### src/rtl/fifo_burst_pkg.sv
// Shared types for the FIFO burst reader: the controller state encoding.
package fifo_burst_pkg;

  typedef enum logic [1:0] {
    IDLE  = 2'd0,
    BURST = 2'd1,
    DRAIN = 2'd2
  } state_t;

endpackage

### src/rtl/fifo_burst_oreg.sv
// Single-entry output register for the burst stream: holds data/last/valid
// steady while the consumer stalls, and refills in the same cycle it drains.
module fifo_burst_oreg
  import fifo_burst_pkg::*;
#(
  parameter int DATA_WIDTH = 8
) (
  input  logic                  clk,
  input  logic                  rst_n,
  input  logic                  load,
  input  logic [DATA_WIDTH-1:0] din,
  input  logic                  last_in,
  input  logic                  ready,
  output logic                  valid,
  output logic [DATA_WIDTH-1:0] data,
  output logic                  last
);

  // A load is only issued when the register is empty or being accepted,
  // so loading always wins over draining.
  always_ff @(posedge clk or negedge rst_n) begin
    if (!rst_n) begin
      valid <= 1'b0;
      data  <= '0;
      last  <= 1'b0;
    end else if (load) begin
      valid <= 1'b1;
      data  <= din;
      last  <= last_in;
    end else if (valid && ready) begin
      valid <= 1'b0;
      last  <= 1'b0;
    end
  end

endmodule

### src/rtl/fifo_burst_reader.sv
// Pulls fixed-length bursts from a first-word-fall-through FIFO onto a
// valid/ready stream. Define FIFO_BURST_READER_TIMEOUT_EN for partial-burst flush.
module fifo_burst_reader
  import fifo_burst_pkg::*;
#(
  parameter int DATA_WIDTH = 8,
  parameter int FIFO_DEPTH = 8,
  parameter int ADDR_WIDTH = $clog2(FIFO_DEPTH),
  parameter int BURST_LEN  = 4,
  parameter int TIMEOUT    = 16
) (
  input  logic                  clk,
  input  logic                  rst_n,
  input  logic [DATA_WIDTH-1:0] fifo_rdata_i,
  input  logic                  fifo_empty_i,
  input  logic [ADDR_WIDTH:0]   fifo_count_i,
  output logic                  fifo_ren_o,
  output logic                  m_valid_o,
  input  logic                  m_ready_i,
  output logic [DATA_WIDTH-1:0] m_data_o,
  output logic                  m_last_o,
  output logic                  busy_o
);

  localparam int PW = $clog2(BURST_LEN + 1);
  localparam logic [ADDR_WIDTH:0] FULL_COUNT = (ADDR_WIDTH + 1)'(BURST_LEN);
  localparam logic [PW-1:0]       FULL_LEN   = PW'(BURST_LEN);

  state_t        state, state_n;
  logic [PW-1:0] pops, pops_n;
  logic [PW-1:0] len, len_n;
  logic          last_pop;

`ifdef FIFO_BURST_READER_TIMEOUT_EN
  localparam int TW = $clog2(TIMEOUT);
  localparam logic [TW-1:0] TIMER_LAST = TW'(TIMEOUT - 1);

  logic [TW-1:0] timer, timer_n;

  always_ff @(posedge clk or negedge rst_n) begin
    if (!rst_n) timer <= '0;
    else        timer <= timer_n;
  end
`endif

  always_ff @(posedge clk or negedge rst_n) begin
    if (!rst_n) begin
      state <= IDLE;
      pops  <= '0;
      len   <= '0;
    end else begin
      state <= state_n;
      pops  <= pops_n;
      len   <= len_n;
    end
  end

  // The burst length is latched on entry so later FIFO occupancy changes
  // cannot stretch or cut the burst in flight.
  always_comb begin
    state_n = state;
    pops_n  = pops;
    len_n   = len;
`ifdef FIFO_BURST_READER_TIMEOUT_EN
    timer_n = '0;
`endif
    fifo_ren_o = (state == BURST) && !fifo_empty_i && (pops < len) &&
                 (!m_valid_o || m_ready_i);
    last_pop   = fifo_ren_o && ((pops + PW'(1)) == len);

    case (state)
      IDLE: begin
        if (fifo_count_i >= FULL_COUNT) begin
          state_n = BURST;
          len_n   = FULL_LEN;
          pops_n  = '0;
        end
`ifdef FIFO_BURST_READER_TIMEOUT_EN
        else if (!fifo_empty_i && fifo_count_i != '0) begin
          if (timer == TIMER_LAST) begin
            state_n = BURST;
            len_n   = PW'(fifo_count_i);
            pops_n  = '0;
          end else begin
            timer_n = timer + TW'(1);
          end
        end
`endif
      end
      BURST: begin
        if (fifo_ren_o) pops_n = pops + PW'(1);
        if (last_pop)   state_n = DRAIN;
      end
      DRAIN: begin
        if (m_valid_o && m_ready_i && m_last_o) state_n = IDLE;
      end
      default: state_n = IDLE;
    endcase
  end

  assign busy_o = (state != IDLE);

  fifo_burst_oreg #(
    .DATA_WIDTH(DATA_WIDTH)
  ) u_oreg (
    .clk    (clk),
    .rst_n  (rst_n),
    .load   (fifo_ren_o),
    .din    (fifo_rdata_i),
    .last_in(last_pop),
    .ready  (m_ready_i),
    .valid  (m_valid_o),
    .data   (m_data_o),
    .last   (m_last_o)
  );

endmodule

### config.mk
export PLATFORM = sky130hd
export DESIGN_NAME = fifo_burst_reader
export DESIGN_NICKNAME = d
export VERILOG_FILES = /design/src/rtl/fifo_burst_pkg.sv /design/src/rtl/fifo_burst_oreg.sv /design/src/rtl/fifo_burst_reader.sv
export SDC_FILE = /design/constraint.sdc
export NUM_CORES = 1
export LEC_CHECK = 0
export BUFFER_PORTS_ARGS = -buffer_cell sky130_fd_sc_hd__buf_4
export CAP_MARGIN = 10
export CORE_AREA = 2 2 44 46
export DETAILED_ROUTE_END_ITERATION = 8
export DIE_AREA = 0 0 46 48
export GPL_TIMING_DRIVEN = 0
export MAX_ROUTING_LAYER = met4
export PLACE_DENSITY = 0.72
export SLEW_MARGIN = 15
export SYNTH_ARGS = -nofsm -noshare
export SYNTH_HDL_FRONTEND = slang
export SYNTH_SLANG_ARGS = --single-unit
### constraint.sdc
create_clock -name clk -period 2.4 [get_ports clk]
set_input_delay 0.12 -clock clk [delete_from_list [all_inputs] [get_ports clk]]
set_output_delay 0.12 -clock clk [all_outputs]
set_load 0.05 [all_outputs]
After elaboration in Yosys (flattened, before gate mapping)
Index checks and enable logic that the tools add are counted.

cells by class
  $add $sub $neg = 1
  reduce and logical (&&, ||, !) cells = 16
  equal/unequal tests = 7
  $lt $le $gt $ge = 2
  muxes and demuxes = 10

operators by type and width
  kind                 count
  $logic_and 1x1->1    6
  $mux 2               3
  $mux 3               2
  $ne 2x2->1 const B   3
  $pmux 2 s3           1
  $pmux 3 s2           1
  $reduce_and 3->1     2
  $reduce_bool 2->1    3
  $ge 4x3->1 const B   1
  $add 3x1->3 const B  1
  $eq 3x3->1           1
  $lt 3x3->1           1
  $mux 1               3
  $eq 2x1->1 const B   1
  $eq 2x2->1 const B   1
  $logic_not 1->1      2
  $logic_not 2->1      1
  $ne 2x1->1 const B   1
  $reduce_and 2->1     1
  $logic_or 1x1->1     1

word-level totals
  logic and storage cells = 42
  register bits after elaboration = 16
  output and inout port bits = 12
  bits of input ports = 16

Depth between registers and ports, before layout
Gate-level depths: netlist of the first run.

  word-level depth = 7
  mapped depth = 4
  gate-level depth less buffers = 4

By module
Synthesis of the first run repeated with hierarchy kept, for this count alone.

unflattened totals
  cell total of the unflattened synthesis = 53
  area total of the unflattened synthesis = 743.2 um^2

modules (own cells, without submodules)
  module             instances  seq. area each (um^2)  area an instance (um^2)  cells an instance
  fifo_burst_oreg    1          250.2                  409.1                    24
  fifo_burst_reader  1          150.1                  334.1                    29

Worst setup path after synthesis of the first run
Ideal clock, no wire load.

  kind = flip-flop to flip-flop
  from = register u_oreg.valid
  to = register u_oreg.data[0]
  slack = 0.860 ns
  library setup time = 0.125 ns
  arrival = 1.415 ns
  path buffers = 1
  stages on the path, launching flop included = 5
  cell sequence = dfrtp_1 -> nand2b_1 -> nand3_2 -> buf_6 -> mux2_4

on the way
  longest elaborated chain between the ends = 3

RTL lines
  what                    RTL line                 RTL
  from (decl)             fifo_burst_oreg.sv:14    output logic valid,
  from (signal assigned)  fifo_burst_oreg.sv:23    valid <= 1'b0;
  from (signal assigned)  fifo_burst_oreg.sv:27    valid <= 1'b1;
  from (signal assigned)  fifo_burst_oreg.sv:31    valid <= 1'b0;
  $logic_not 1->1         fifo_burst_reader.sv:68  (!m_valid_o || m_ready_i);
  $logic_or 1x1->1        fifo_burst_reader.sv:68
  $logic_and 1x1->1       fifo_burst_reader.sv:67  fifo_ren_o = (state == BURST) && !fifo_empty_i && (pops < len) &&
  to (signal assigned)    fifo_burst_oreg.sv:28    data <= din;
  to (decl)               fifo_burst_oreg.sv:15    output logic [DATA_WIDTH-1:0] data,

Every way passes these cells.
A chain may end at the register's enable or synchronous reset.

Worst setup path after layout of the first run
  from = register pops[2]
  to = output port fifo_ren_o

on the way
  longest elaborated chain between the ends = 3

RTL lines
  what                            RTL line                 RTL
  from (decl)                     fifo_burst_reader.sv:30  logic [PW-1:0] pops, pops_n;
  from (signal assigned)          fifo_burst_reader.sv:53  pops <= pops_n;
  $lt 3x3->1                      fifo_burst_reader.sv:67
  $logic_and 1x1->1 (2 in a row)  fifo_burst_reader.sv:67
  to (decl)                       fifo_burst_reader.sv:17  output logic fifo_ren_o,

Every way passes these cells.

==> flow_summary.json, run 1 <==
{
  "outcome": "completed",
  "r2r-start": "pops[2]",
  "syn-num-nets": 76,
  "die_h_um": 48,
  "core_um2": 1690,
  "syn_area_um2": 757,
  "synth-edff-count": 0,
  "grt_pass1_wl_um": 2150,
  "wl_per_cell_um": 13.3,
  "seq_area_frac_synth": 0.529,
  "rsz0062_at_grt": "false",
  "timing.rr.end": "u_oreg.data[2]",
  "dpl.hpwl_um": 1040,
  "post_cts_resized": 0,
  "cts_buffer_depth": 2,
  "synth-main-ff-cell": "dfrtp_1",
  "drt_pass1_iterations": 3,
  "startpoint": "pops[2]",
  "cp-endpoint": "fifo_ren_o",
  "crit_fanout": 10,
  "routed_wl_um": 1410,
  "internal_power_uw": 805,
  "place.gp.congestion": 0.767,
  "p_leak_nw": 0.531,
  "hold_violations": 0,
  "worst_slew_pin_slew_ns": 0.331,
  "required_ns": 2.28,
  "async_flop_share": 1.00,
  "design.die.area_um2": 2210,
  "grt_pass1_vias": 476,
  "ir_drop_mv": 0.633,
  "clock_skew_ns": 0.000426,
  "path_cells": "nor3b_4 > nand3_2 > buf_6 > inv_1 > buf_4",
  "cp-start-kind": "flip-flop",
  "start_util": 0.448,
  "r2r_cells": 4,
  "area_growth_pct": 33.7,
  "critPathMaxStageDelay_ns": 0.42,
  "power-per-cell-area_nw_per_um2": 1460,
  "nNetsFinal": 107,
  "arrival_ns": 1.61,
  "drt_iter0_markers": 10,
  "grt.total_usage": 0.145,
  "power.switching_uw": 672,
  "ios": 28,
  "period_minus_slack_ns": 1.73,
  "relSlewSlack": 0.779,
  "critPathSlowestCell": "dfrtp_1",
  "setup_violations": 0,
  "layout-drive-gt1-share": 0.472,
  "pwr-share-clk": 0.119,
  "hp-class": "input port to flip-flop",
  "num_vias": 552,
  "fmax_mhz": 578,
  "syn-instance-count": 59,
  "drv_cap": 0,
  "cts_root_buf": "clkbuf_4",
  "cts_made_buffers": 3,
  "synth-warning-count": 0,
  "antenna_cells": 0,
  "grt_start_max_net_pins": 17,
  "layout_common_cells": "buf_4, dfrtp_1, mux2_4, nand2_1, o21ai_0",
  "antenna_found_initial": 0,
  "cts_tree": "built",
  "reg2reg_slack_ns": 0.92,
  "overflow": 0,
  "synth-seq-cells": 16,
  "path_class": "flip-flop to output port",
  "sw_frac_of_total": 0.455,
  "clkLatencyLatePin_ns": 0.28,
  "die_x_um": 46,
  "final.period_utilization": 0.721,
  "syn_avg_cell_area_um2": 12.8,
  "drtAntennaViolNets": 0,
  "vias_per_cell": 5.21,
  "num_rows": 15,
  "yosysUniqueCellTypes": 24,
  "endpoint_kind": "output port",
  "cts_sinks": 16,
  "final_common_cell": "buf_4",
  "cts.htree.levels": 1,
  "cts.clk_slew.worst_paths_ns": 0.09,
  "combinationalPowerShare": 0.570,
  "portBuffers": 25,
  "drc": 0,
  "p_seq_frac": 0.311,
  "finalSetupTns_ns": 0,
  "final_util": 0.599,
  "slew_violations": 0
}
-- worst max-delay path, delay by kind of cell (launching register included) --
family | cells | cell delay [ns]
AND/OR/NAND/NOR | 2 | 0.47
flip-flops | 1 | 0.42
buffers and inverters | 3 | 0.43
-- timing repair --
item / CTS / global route
setup buffers: 0 / 0
hold buffers: 1 / 0
hold endpoints to repair: 16 / 0
-- cell families after synthesis --
group	share of synthesized area
adders and majority gates	0.0165
muxes	0.193
DFF	0.529
AOI/OAI and AO/OA	0.0479
and+or+nand+nor	0.183
buffers and inverters	0.0297
-- final cells by class --
class / instances / area [um^2]
Buffer: 2 / 15.0
Clock buffer: 4 / 36.3
Fill cell: 150 / 677
Inverter: 2 / 7.51
Multi-Input combinational cell: 39 / 334
Sequential cell: 16 / 400
Tap cell: 17 / 21.3
Timing Repair Buffer: 26 / 198
-- flip-flops by register name (all words and copies together), names as in the netlist --
| name | count |
|---|---|
| u_oreg.data | 8 |
| pops | 3 |
| state | 2 |
| u_oreg.valid | 1 |
| len | 1 |
| u_oreg.last | 1 |
-- how the worst min path moves through the flow --
stage	to	depth (start not counted)	slack, ns	startpoint
2_1_floorplan	len[2]	0	-0.18	rst_n
3_3_place_gp	len[2]	1	-0.01	rst_n
3_5_place_dp	state[0]	1	-0.01	rst_n
4_1_cts	u_oreg.data[1]	2	0.05	fifo_rdata_i[1]
5_1_grt	u_oreg.data[1]	2	0.04	fifo_rdata_i[1]
6_report	u_oreg.data[1]	2	0.06	fifo_rdata_i[1]
-- power by group through the flow --
stage	sequential, mW	clock (mW)	combinational (mW)
finish	0.459	0.176	0.843
global route	0.477	0.194	0.889
CTS	0.460	0.182	0.849
detailed placement	0.466	0	0.845
global placement	0.461	0	0.837
floorplan	0.737	0	0.343
-- synth_stat cells, drive strengths merged, types with 2 or more instances --
cell	count	area [um^2]
mux2	8	116
nand2b	2	12.5
o21ai	4	20.0
nand2	5	18.8
inv	2	7.51
nor2	2	7.51
mux2i	3	30.0
or2	2	12.5
nand3	3	20.0
dfrtp	16	400
-- metrics by stage --
stage	instance area, um^2	cells	power [mW]	setup WS (ns)	hold WS [ns]
2_1_floorplan	757	59	1.08	0.860	-0.176
4_1_cts	1010	106	1.49	0.651	0.0530
6_report	1010	106	1.48	0.670	0.0610
3_5_place_dp	966	101	1.31	0.925	-0.00972
3_3_place_gp	966	101	1.30	0.947	-0.0101
5_1_grt	1010	106	1.56	0.605	0.0440
-- per-layer routing --
| metal | vias up | track usage | part of all wire |
|---|---|---|---|
| met5 | - | - | 0 |
| met3 | 2 | 0.0226 | 0.021 |
| li1 | 268 | - | - |
| met2 | 9 | 0.228 | 0.53 |
| met1 | 273 | 0.182 | 0.44 |
| met4 | 0 | 0.0686 | 0.0099 |
Power figures use the tool's default switching activity.
==> inputs of run 2 (changes only) <==
==> constraint.sdc (replaced) <==
create_clock -name clk -period 1.7 [get_ports clk]
set_input_delay 0.085 -clock clk [delete_from_list [all_inputs] [get_ports clk]]
set_output_delay 0.085 -clock clk [all_outputs]
set_load 0.05 [all_outputs]
==> run 2 against run 1 <==
Non-clock buffer count rose by 1. Via count rose by 0.54%. Die area did not move. Clock skew is 0.0014 ns higher.
==> flow_summary.json, run 2 (synthesis results as in run 1) <==
{
  "outcome": "completed",
  "clock_skew_ns": 0.00178,
  "worst_slew_pin_slew_ns": 0.234,
  "layout_common_cells": "buf_4, dfrtp_1, mux2_4, nand2_1, o21ai_0",
  "overflow": 0,
  "cts_tree": "built",
  "die_x_um": 46,
  "cts.clk_slew.worst_paths_ns": 0.09,
  "grt_busiest_layer": "met2",
  "final.period_utilization": 0.937,
  "routed_wl_um": 1430,
  "drtAntennaViolNets": 0,
  "cts_root_buf": "clkbuf_4",
  "largest_reg_flops": 8,
  "top_regs": "u_oreg.data (8), pops (3), state (2)",
  "wl_per_cell_um": 13.4,
  "dpl.hpwl_um": 1040,
  "fmax_mhz": 628,
  "required_ns": 1.62,
  "slew_violations": 0,
  "design.die.area_um2": 2210,
  "grt_pass1_wl_um": 2170,
  "drv_cap": 0,
  "die_h_um": 48,
  "power-per-cell-area_nw_per_um2": 2050,
  "gr-usage-met3": 0.0226,
  "nNetsFinal": 108,
  "cts_made_buffers": 3,
  "num_rows": 15,
  "period_minus_slack_ns": 1.59,
  "portBuffers": 25,
  "drc": 0,
  "hp-class": "input port to flip-flop",
  "clkLatencyLatePin_ns": 0.28,
  "ios": 28,
  "endpoint_kind": "output port",
  "grt.total_usage": 0.145,
  "top_register": "u_oreg.data",
  "cts_sinks": 16,
  "cts_buffer_depth": 2,
  "crit_fanout": 10,
  "use_met1": 0.182,
  "drt_iter0_markers": 6,
  "place.gp.congestion": 0.767,
  "area_growth_pct": 34.9,
  "start_util": 0.448,
  "hold_violations": 0,
  "finalSetupTns_ns": 0,
  "fin_total_pwr_mw": 2.10,
  "rsz0062_at_grt": "false",
  "final_util": 0.604,
  "drt_pass1_iterations": 4,
  "arrival_ns": 1.51,
  "setup_violations": 0,
  "num_vias": 555,
  "ir_drop_mv": 0.893,
  "path_class": "flip-flop to output port",
  "cp-start-kind": "flip-flop",
  "final_common_cell": "buf_4",
  "relSlewSlack": 0.842,
  "layout-drive-gt1-share": 0.489,
  "grt_start_max_net_pins": 17,
  "grt_pass1_vias": 481,
  "core_um2": 1690,
  "gr-usage-met2": 0.231,
  "antenna_cells": 0,
  "cts.htree.levels": 1,
  "antenna_found_initial": 0,
  "vias_per_cell": 5.19,
  "p_leak_nw": 0.536
}
run 2: cell count changes in the layout (fill, tap and decap cells not counted), sizes merged:
| cell | delta |
|---|---|
| buf | +1 |
run 2: per-stage QoR:
stage / hold WS (ns) / area, um^2 / std cells / worst slack, ns
2_1_floorplan: -0.211 / 757 / 59 / 0.160
3_3_place_gp: -0.0451 / 966 / 101 / 0.247
3_5_place_dp: -0.0447 / 966 / 101 / 0.225
4_1_cts: 0.0180 / 1020 / 107 / 0.0673
5_1_grt: 0.00901 / 1020 / 107 / 0.0271
6_report: 0.0275 / 1020 / 107 / 0.108
run 2: final timing paths:
| check | startpoint | to | slack [ns] | depth (start not counted) |
|---|---|---|---|---|
| min in group asynchronous | rst_n | pops[0] | 0.21 | 2 |
| hold / removal | fifo_rdata_i[1] | u_oreg.data[1] | 0.03 | 2 |
| setup reg to reg | state[1] | u_oreg.data[2] | 0.32 | 4 |
| hold reg to reg | len[2] | len[2] | 0.49 | 1 |
| setup / recovery | state[1] | fifo_ren_o | 0.11 | 5 |
| max in group asynchronous | rst_n | u_oreg.last | 1.31 | 2 |
run 2: per-layer routing:
layer | vias up | routed length, um | share of wire
met4 | 0 | 14 | 0.0098
met2 | 14 | 744 | 0.52
met5 | - | 0 | 0
met1 | 268 | 632 | 0.44
met3 | 2 | 41 | 0.029
li1 | 271 | - | -
run 2: cell type report:
cell class	count	area (um^2)
Multi-Input combinational cell	39	335
Clock buffer	4	36.3
Timing Repair Buffer	27	205
Buffer	2	15.0
Tap cell	17	21.3
Fill cell	149	668
Inverter	2	7.51
Sequential cell	16	400
run 2: power by group:
part / switching [mW] / total (mW) / internal [mW]
registers: 0.109 / 0.649 / 0.540
clock network: 0.117 / 0.248 / 0.130
logic: 0.725 / 1.20 / 0.477
run 2: critical path, cell delays in order, from the launching register on:
cell and delay, ns:
dfrtp_1 0.43, and2b_2 0.28, nand3_2 0.10, buf_6 0.17, inv_1 0.06, buf_4 0.19
run 2: what timing repair did:
action | CTS | global route
pin swaps | 1 | 0
hold buffers | 1 | 0
hold endpoints to repair | 16 | 0
setup endpoints to repair | 1 | 1
resized for setup | 0 | 1
setup buffers | 1 | 0
